[config.mk]
export PLATFORM = sky130hd
export DESIGN_NAME = seg_scan_decoder_flat
export DESIGN_NICKNAME = d
export VERILOG_FILES = /design/src/rtl/seg_scan_decoder_if.sv /design/src/rtl/seg_scan_decoder.sv /design/src/flat_wrapper.sv
export SDC_FILE = /design/constraint.sdc
export NUM_CORES = 1
export LEC_CHECK = 0
export BUFFER_PORTS_ARGS = -buffer_cell sky130_fd_sc_hd__buf_2
export CAP_MARGIN = 20
export CORE_ASPECT_RATIO = 0.7
export CORE_MARGIN = 5
export CORE_UTILIZATION = 45
export CTS_BUF_LIST = sky130_fd_sc_hd__clkbuf_4 sky130_fd_sc_hd__clkbuf_8 sky130_fd_sc_hd__clkbuf_16
export CTS_CLUSTER_SIZE = 28
export DETAILED_ROUTE_END_ITERATION = 8
export PLACE_DENSITY_LB_ADDON = 0.05
export SLEW_MARGIN = 5
export SYNTH_ARGS = -nofsm -noshare
export SYNTH_HDL_FRONTEND = slang
export SYNTH_SLANG_ARGS = --single-unit
[constraint.sdc]
create_clock -name clk -period 2.63 [get_ports clk]
set_clock_uncertainty 0.05 [all_clocks]
set_input_delay 0.263 -clock clk [delete_from_list [all_inputs] [get_ports clk]]
set_output_delay 0.263 -clock clk [all_outputs]
set_load 0.05 [all_outputs]
[src/rtl/seg_scan_decoder_if.sv]
// Bus between a multiplexed 7-segment display and its read-back decoder.
// The display side drives segments and digit select, and the decoder returns the captured digits.
interface seg_scan_decoder_if #(
    parameter int NUM_DIGITS = 6
);
    logic [7:0]              seg_data;
    logic [NUM_DIGITS-1:0]   digit_sel;
    logic [4*NUM_DIGITS-1:0] bcd_all;
    logic [NUM_DIGITS-1:0]   dot_all;
    logic [NUM_DIGITS-1:0]   pat_err;
    logic                    frame_done;
    logic                    sel_err;

    modport master (
        output seg_data, digit_sel,
        input  bcd_all, dot_all, pat_err, frame_done, sel_err
    );

    modport slave (
        input  seg_data, digit_sel,
        output bcd_all, dot_all, pat_err, frame_done, sel_err
    );
endinterface

[src/rtl/seg_scan_decoder.sv]
// Recovers per-digit BCD values from a scanned 7-segment bus.
// A digit is committed once its segment/select pattern has been stable for STABLE_CNT samples.
module seg_scan_decoder #(
    parameter int NUM_DIGITS = 6,
    parameter int STABLE_CNT = 4
) (
    input logic              clk,
    input logic              rst,
    seg_scan_decoder_if.slave bus
);

    localparam logic [3:0] CNT_MAX  = 4'(STABLE_CNT);
    localparam logic [3:0] CNT_LAST = 4'(STABLE_CNT - 1);

    logic [NUM_DIGITS-1:0]   prev_sel;
    logic [7:0]              prev_seg;
    logic [3:0]              cnt;
    logic [NUM_DIGITS-1:0]   captured;
    logic [4*NUM_DIGITS-1:0] bcd_q;
    logic [NUM_DIGITS-1:0]   dot_q;
    logic [NUM_DIGITS-1:0]   perr_q;
    logic                    frame_done_q;
    logic                    sel_err_q;

    logic [NUM_DIGITS-1:0] sel;
    logic [7:0]            seg;
    logic                  sel_none;
    logic                  one_hot;
    logic                  same;
    logic                  commit;
    logic                  frame_hit;
    logic [3:0]            cnt_next;
    logic [4:0]            decoded;
    logic [NUM_DIGITS-1:0] captured_set;

    // Returns {illegal, bcd}; blank decodes to 4'hA and counts as legal.
    function automatic logic [4:0] decode(input logic [6:0] p);
        logic [4:0] r;
        case (p)
            7'b1111110: r = 5'h00;
            7'b0110000: r = 5'h01;
            7'b1101101: r = 5'h02;
            7'b1111001: r = 5'h03;
            7'b0110011: r = 5'h04;
            7'b1011011: r = 5'h05;
            7'b1011111: r = 5'h06;
            7'b1110000: r = 5'h07;
            7'b1111111: r = 5'h08;
            7'b1111011: r = 5'h09;
            7'b0000000: r = 5'h0A;
            default:    r = 5'h1F;
        endcase
        return r;
    endfunction

    // NOTE: every signal gets a value on every path here, so no latches are inferred.
    always_comb begin
        sel          = bus.digit_sel;
        seg          = bus.seg_data;
        sel_none     = (sel == '0);
        one_hot      = !sel_none && ((sel & (sel - NUM_DIGITS'(1))) == '0);
        same         = (sel == prev_sel) && (seg == prev_seg);
        commit       = one_hot && same && (cnt == CNT_LAST);
        captured_set = captured | sel;
        frame_hit    = commit && (captured_set == '1);
        decoded      = decode(seg[7:1]);
        if (!one_hot)
            cnt_next = 4'd0;
        else if (!same)
            cnt_next = 4'd1;
        else if (cnt == CNT_MAX)
            cnt_next = cnt;
        else
            cnt_next = cnt + 4'd1;
    end

    // NOTE: state updates use non-blocking assignments so every register sees pre-edge values.
    always_ff @(posedge clk) begin
        if (rst) begin
            prev_sel     <= '0;
            prev_seg     <= '0;
            cnt          <= '0;
            captured     <= '0;
            bcd_q        <= '0;
            dot_q        <= '0;
            perr_q       <= '0;
            frame_done_q <= 1'b0;
            sel_err_q    <= 1'b0;
        end else begin
            prev_sel     <= sel;
            prev_seg     <= seg;
            cnt          <= cnt_next;
            frame_done_q <= frame_hit;
            if (!sel_none && !one_hot)
                sel_err_q <= 1'b1;
            if (commit) begin
                for (int i = 0; i < NUM_DIGITS; i++) begin
                    if (sel[i]) begin
                        bcd_q[4*i +: 4] <= decoded[3:0];
                        dot_q[i]        <= seg[0];
                        perr_q[i]       <= decoded[4];
                    end
                end
                // The completing digit is not carried into the next frame.
                captured <= frame_hit ? '0 : captured_set;
            end
        end
    end

    assign bus.bcd_all    = bcd_q;
    assign bus.dot_all    = dot_q;
    assign bus.pat_err    = perr_q;
    assign bus.frame_done = frame_done_q;
    assign bus.sel_err    = sel_err_q;

endmodule

[src/flat_wrapper.sv]
// flat-port wrapper written by rule: the top's interface ports become plain ports
module seg_scan_decoder_flat 
#(
    parameter int NUM_DIGITS = 6,
    parameter int STABLE_CNT = 4
)
  (clk, rst, bus_seg_data, bus_digit_sel, bus_bcd_all, bus_dot_all, bus_pat_err, bus_frame_done, bus_sel_err);
  seg_scan_decoder_if #(.NUM_DIGITS(NUM_DIGITS)) bus_i ();
  input logic clk;
  input logic rst;
  input wire logic [$bits(bus_i.seg_data)-1:0] bus_seg_data;
  input wire logic [$bits(bus_i.digit_sel)-1:0] bus_digit_sel;
  output wire logic [$bits(bus_i.bcd_all)-1:0] bus_bcd_all;
  output wire logic [$bits(bus_i.dot_all)-1:0] bus_dot_all;
  output wire logic [$bits(bus_i.pat_err)-1:0] bus_pat_err;
  output wire logic [$bits(bus_i.frame_done)-1:0] bus_frame_done;
  output wire logic [$bits(bus_i.sel_err)-1:0] bus_sel_err;
  assign bus_i.seg_data = bus_seg_data;
  assign bus_i.digit_sel = bus_digit_sel;
  assign bus_bcd_all = bus_i.bcd_all;
  assign bus_dot_all = bus_i.dot_all;
  assign bus_pat_err = bus_i.pat_err;
  assign bus_frame_done = bus_i.frame_done;
  assign bus_sel_err = bus_i.sel_err;
  seg_scan_decoder #(.NUM_DIGITS(NUM_DIGITS), .STABLE_CNT(STABLE_CNT)) u_core (.clk(clk), .rst(rst), .bus(bus_i));
endmodule
* Yosys cells after proc, flatten, opt, wreduce, memory -nomap -nowiden
Index checks and enable logic that the tools add are counted.
** Storage, ports and cells
- Register bits :: 62
** Cells by class
- $add $sub $neg :: 2
- Reductions and logical operators :: 19
- Equal/unequal tests :: 16
- Mux-type cells :: 4
- Bitwise logic cells :: 4
** Operators by type and width (number)
- equality test 7 bit, second input constant :: 8
- case mux 5 bit (11 select lines) :: 1
- equality test 7 x 6 -> 1 bit, second input constant :: 2
- logical NOT 6 bit :: 2
- AND reduction 2 bit :: 6
- equality test 8 bit :: 1
- logical NOT 7 bit :: 1
- AND 6 bit :: 1
- equality test 6 bit :: 1
- equality test 6 bit, second input constant :: 1
- logical AND 1 bit :: 6
- two-way mux 6 bit :: 1
- OR 6 bit :: 1
- subtractor 6 x 1 -> 6 bit, second input constant :: 1
- adder 4 x 1 -> 4 bit, second input constant :: 1
- equality test 4 x 2 -> 1 bit, second input constant :: 1
- equality test 4 x 3 -> 1 bit, second input constant :: 1
- OR reduction 3 bit :: 1
- logical NOT 1 bit :: 2
- two-way mux 1 bit :: 2
- != test 2 bit, second input constant :: 1
- NOT 1 bit :: 2
- OR reduction 2 bit :: 1

* Longest topological paths before layout
- Word-level depth :: 8
- Depth in mapped cells :: 8
- Mapped depth without buffers :: 6

* Least setup slack after synthesis
No wires, ideal clock.
- Path kind :: in2reg
- Start point :: input bus_digit_sel[4]
- End point :: register u_core.perr_q[5] (netlist: u_core.bus.pat_err[5])
- Slack :: 0.512 ns
- Stages :: 8
- Path buffers :: 3
- Arrival time :: 1.936 ns
- Required time :: 2.448 ns
- Path through :: buf_2 > xnor2_2 > nand4_2 > or4_1 > buf_2 > buf_4 > o31ai_1 > a21oi_1
** Between the ends
- Word-level cells in the longest chain between the ends :: 7
- Elaborated cells between the ends (all ways) :: 11
- Classes of those cells :: 1 x add/sub; 1 x eq/ne; 1 x bitwise; 8 x reduce/logical
** Ends and longest elaborated chain
- start: declaration :: line flat_wrapper.sv:12 : input wire logic [$bits(bus_i.digit_sel)-1:0] bus_digit_sel;
- subtractor 6 x 1 -> 6 bit :: line seg_scan_decoder.sv:61 : one_hot = !sel_none && ((sel & (sel - NUM_DIGITS'(1))) == '0);
- AND 6 bit :: line seg_scan_decoder.sv:61
- logical NOT 6 bit :: line seg_scan_decoder.sv:61
- logical AND 1 bit :: line seg_scan_decoder.sv:61
- logical AND 1 bit * (2 in series) :: line seg_scan_decoder.sv:63 : commit = one_hot && same && (cnt == CNT_LAST);
- AND reduction 2 bit (no line) *
- end signal: indexed assignment :: line seg_scan_decoder.sv:101 : perr_q[i] <= decoded[4];
- end: declaration :: line seg_scan_decoder.sv:21 : logic [NUM_DIGITS-1:0] perr_q;
Mark *: on every way between the ends. The rest lies on a longest branch, timed or not.
A chain may end at the register's enable or synchronous reset.

* Final worst setup path
- Start point :: register u_core.prev_seg[4]
- End point :: register u_core.bcd_q[12] (netlist: u_core.bus.bcd_all[12])
** Between the ends
- Word-level cells in the longest chain between the ends :: 5
** Ends and longest elaborated chain
- start: declaration :: line seg_scan_decoder.sv:16 : logic [7:0] prev_seg;
- start signal: assignment :: line seg_scan_decoder.sv:91 : prev_seg <= seg;
- equality test 8 bit :: line seg_scan_decoder.sv:62 : same = (sel == prev_sel) && (seg == prev_seg);
- logical AND 1 bit :: line seg_scan_decoder.sv:62
- logical AND 1 bit (2 in series) :: line seg_scan_decoder.sv:63
- AND reduction 2 bit (no line)
- end signal: indexed assignment :: line seg_scan_decoder.sv:99 : bcd_q[4*i +: 4] <= decoded[3:0];
- end: declaration :: line seg_scan_decoder.sv:19 : logic [4*NUM_DIGITS-1:0] bcd_q;
Every way passes these cells.

==> summary.txt <==
Min path
  • HP Class: input port to flip-flop
  • Min-delay src: bus_seg_data[0]

Route
  • # DRC: 0
  • Initial DRC count: 259
  • Routed len/inst: 17.9 um
  • Total Wirelength: 8.71 mm
  • Pre-antenna DRT Iters: 5
  • Vias per cell: 5.85
  • Vias post-DR: 2842
  • Final ANT Viol Nets: 0

Clock tree
  • H-tree Lvls: 3
  • CTS Root Cell: clkbuf_8
  • Post CTS Setup Buffer Count: 0
  • Clock Latency Late Sink: 0.34 ns
  • CTS tree: yes
  • Clock sinks: 62
  • CTS Buf Count: 9
  • Post-CTS sizing: 0
  • Clock slew at reported path FFs: 0.07 ns
  • Clk buf depth: 2
  • CTS Hold Buffers Added: 0

Worst setup path
  • R2R Path Start: u_core.prev_seg[4]
  • Buf/Inv on CP: 1
  • CP max stage delay: 0.49 ns
  • Critical path arrival: 2.42 ns
  • Worst path cell trace: xnor2_1 -> nand2_1 -> or4_1 -> buf_4 -> nor3_2 -> a211oi_1
  • Family with the most delay on the worst path: simple AND/OR/NAND/NOR gates
  • Worst setup SP type: flip-flop
  • R2r setup slk: 0.35 ns
  • Crit-path max FO: 25
  • Slowest-stage cell, CP: or4_1
  • Critical Path End Type: flip-flop
  • Worst EP required: 2.77 ns
  • WS Path Type: flip-flop to flip-flop
  • CP Launch Point: u_core.prev_seg[4]

Placed design
  • GPL Wtd Cong: 0.827
  • Place WS: 0.147 ns
  • HPWL after DPL: 6.09 mm
  • Port-buffer cells: 53

Cells and area
  • Synthesis-to-finish area growth: 19.6%
  • Final net count: 408
  • Multi-input logic area: 1580 sq um
  • Most frequent cells in the layout: dfxtp_1 (62), buf_2 (53), a21oi_1 (30), buf_4 (24), a211oi_1 (19)
  • Fill count: 580
  • Antenna diode count: 0
  • Layout cell share with drive strength beyond 1: 27.6%
  • FF/Latch Area: 1240 sq um
  • Most common cell after layout, fill and taps aside: dfxtp_1

GRT
  • Total global-route track usage: 21.2%
  • Vias in the first global route: 2701
  • Largest net degree at the start of global routing: 39
  • Initial antenna violation count: 0
  • Total global routing overflow: 0
  • Global-route wire length before repair: 14.0 mm

Timing
  • RSZ-0062 raised after global routing: no
  • Fin crit share: 86.8%
  • Peak Freq: 438 MHz
  • Final min period: 2.28 ns
  • Setup violators final: 0
  • Actual slew at the worst max-slew pin: 1.06 ns
  • Fin. max-slew vios: 0
  • Setup TNS: 0 ns
  • Hold Fails Final Rpt: 0
  • Worst slew margin: 29.0%
  • Setup WS post-layout: 0.347 ns

Floorplan
  • Cell Rows: 24
  • Total die area: 8420 sq um
  • Core Area: 6340 sq um
  • Ports: 54
  • Die Wd: 108 um
  • DIE HEIGHT: 78.3 um
  • Initial cell density of the core: 47.3%

Power and ir drop
  • Leakage: 1.31 nW
  • Final Power: 1.98 mW
  • Maximum VDD drop: 0.000277 V
  • Power Density: 551 nW/um^2

Yosys
  • Avg Inst Size Synth: 8.97 sq um
  • Synthesis warning total: 0
  • Seq/Total Area, Yosys: 41.4%
  • Register bit total from synthesis: 62
  • Synthesized instance count: 334
  • Post-synth cell types: 50
  • Mapped Area: 3000 sq um
  • Synth Net Count: 352

Run status
  • Outcome: complete, no violations

Flow run
  • Max cap viols: 0
==> per-stage QoR <==
step / hold WS [ns] / utilization [%] / area [sq um] / cells
global placement: 0.397 / 53.5 / 3390 / 470
CTS: 0.183 / 56.6 / 3580 / 486
global route: 0.198 / 56.6 / 3580 / 486
finish: 0.197 / 56.6 / 3580 / 486
floorplan: 0.391 / - / 3000 / 334
detailed placement: 0.403 / 53.5 / 3390 / 470
==> cell usage after synthesis (all sizes together) <==
| cell | number | area [sq um] |
|---|---|---|
| o211ai | 1 | 7.51 |
| nor2b | 14 | 87.6 |
| a21boi | 1 | 7.51 |
| a21oi | 31 | 159 |
| o31ai | 18 | 135 |
| a22oi | 2 | 15.0 |
| nand4 | 16 | 106 |
| nand3b | 2 | 15.0 |
| buf | 17 | 109 |
| o2111ai | 2 | 17.5 |
| a21o | 2 | 15.0 |
| or4b | 2 | 20.0 |
| or3 | 2 | 12.5 |
| o21ai | 6 | 30.0 |
| xnor2 | 15 | 139 |
| nand3 | 18 | 90.1 |
| inv | 4 | 15.0 |
| nor3 | 11 | 97.6 |
| and3 | 1 | 6.26 |
| nor4 | 7 | 50.1 |
| a211oi | 21 | 175 |
| nand2b | 1 | 6.26 |
| or2 | 2 | 12.5 |
| nor2 | 10 | 37.5 |
| dfxtp | 62 | 1240 |
| nand2 | 14 | 52.6 |
| o21a | 6 | 45.0 |
| nand4bb | 1 | 11.3 |
| nand4b | 2 | 17.5 |
| xor2 | 1 | 8.76 |
| maj3 | 2 | 21.3 |
| nor3b | 1 | 7.51 |
| ha | 2 | 25.0 |
| or4 | 2 | 15.0 |
| mux2i | 1 | 10.0 |
| a31oi | 15 | 93.8 |
| clkbuf | 15 | 56.3 |
| o22ai | 4 | 25.0 |
==> state kept, by name (all words and copies together), names as in the netlist <==
signal	flops
u_core.bus.dot_all	6
u_core.captured	6
u_core.bus.frame_done	1
u_core.cnt	4
u_core.prev_seg	8
u_core.bus.pat_err	6
u_core.bus.bcd_all	24
u_core.bus.sel_err	1
u_core.prev_sel	6
==> worst reg2reg max path: stages, from the launching register on <==
cell      delay, ns
dfxtp_1        0.32
xnor2_1        0.44
nand2_1        0.15
or4_1          0.49
buf_4          0.25
nor3_2         0.32
a211oi_1       0.12
==> power breakdown <==
group,internal [mW],switching (mW)
registers,0.952,0.00649
clock network,0.444,0.383
logic,0.0646,0.125
total,1.46,0.515
==> layout make-up <==
| class | instances | share of cell area (%) |
|---|---|---|
| tap | 91 | 3.18 |
| inverter | 4 | 0.419 |
| clock buffer | 10 | 3.66 |
| timing repair buffer | 77 | 12.4 |
| multi-input combinational | 236 | 43.9 |
| clock inverter | 6 | 1.75 |
| sequential | 62 | 34.6 |
==> routing by layer <==
layer / track usage [%] / share of wire (%)
met5: 0 / 0
met4: 3.91 / 0.29
met3: 6.48 / 6.8
met2: 31.7 / 44
met1: 30.5 / 49
==> worst paths after layout <==
kind,endpoint,cells after the start
worst max-delay path,u_core.bus.bcd_all[12],6
worst min-delay path,u_core.prev_seg[0],2
worst max register to register,u_core.bus.bcd_all[12],6
worst min register to register,u_core.bus.dot_all[0],2
==> cells by family (layout without fill, tap and decap cells) <==
family                     after synthesis  count (layout)  synth area share (%)
AOI/OAI and AO/OA                      109             109                  24.2
xor gates and xnor gates                16              16                  4.93
adders and majority gates                4               4                  1.54
buffers and inverters                   36              97                  6.01
DFF                                     62              62                  41.4
muxes                                    1               1                 0.334
and+or+nand+nor                        106             106                  21.5
(Power assumes the default switching activity.)
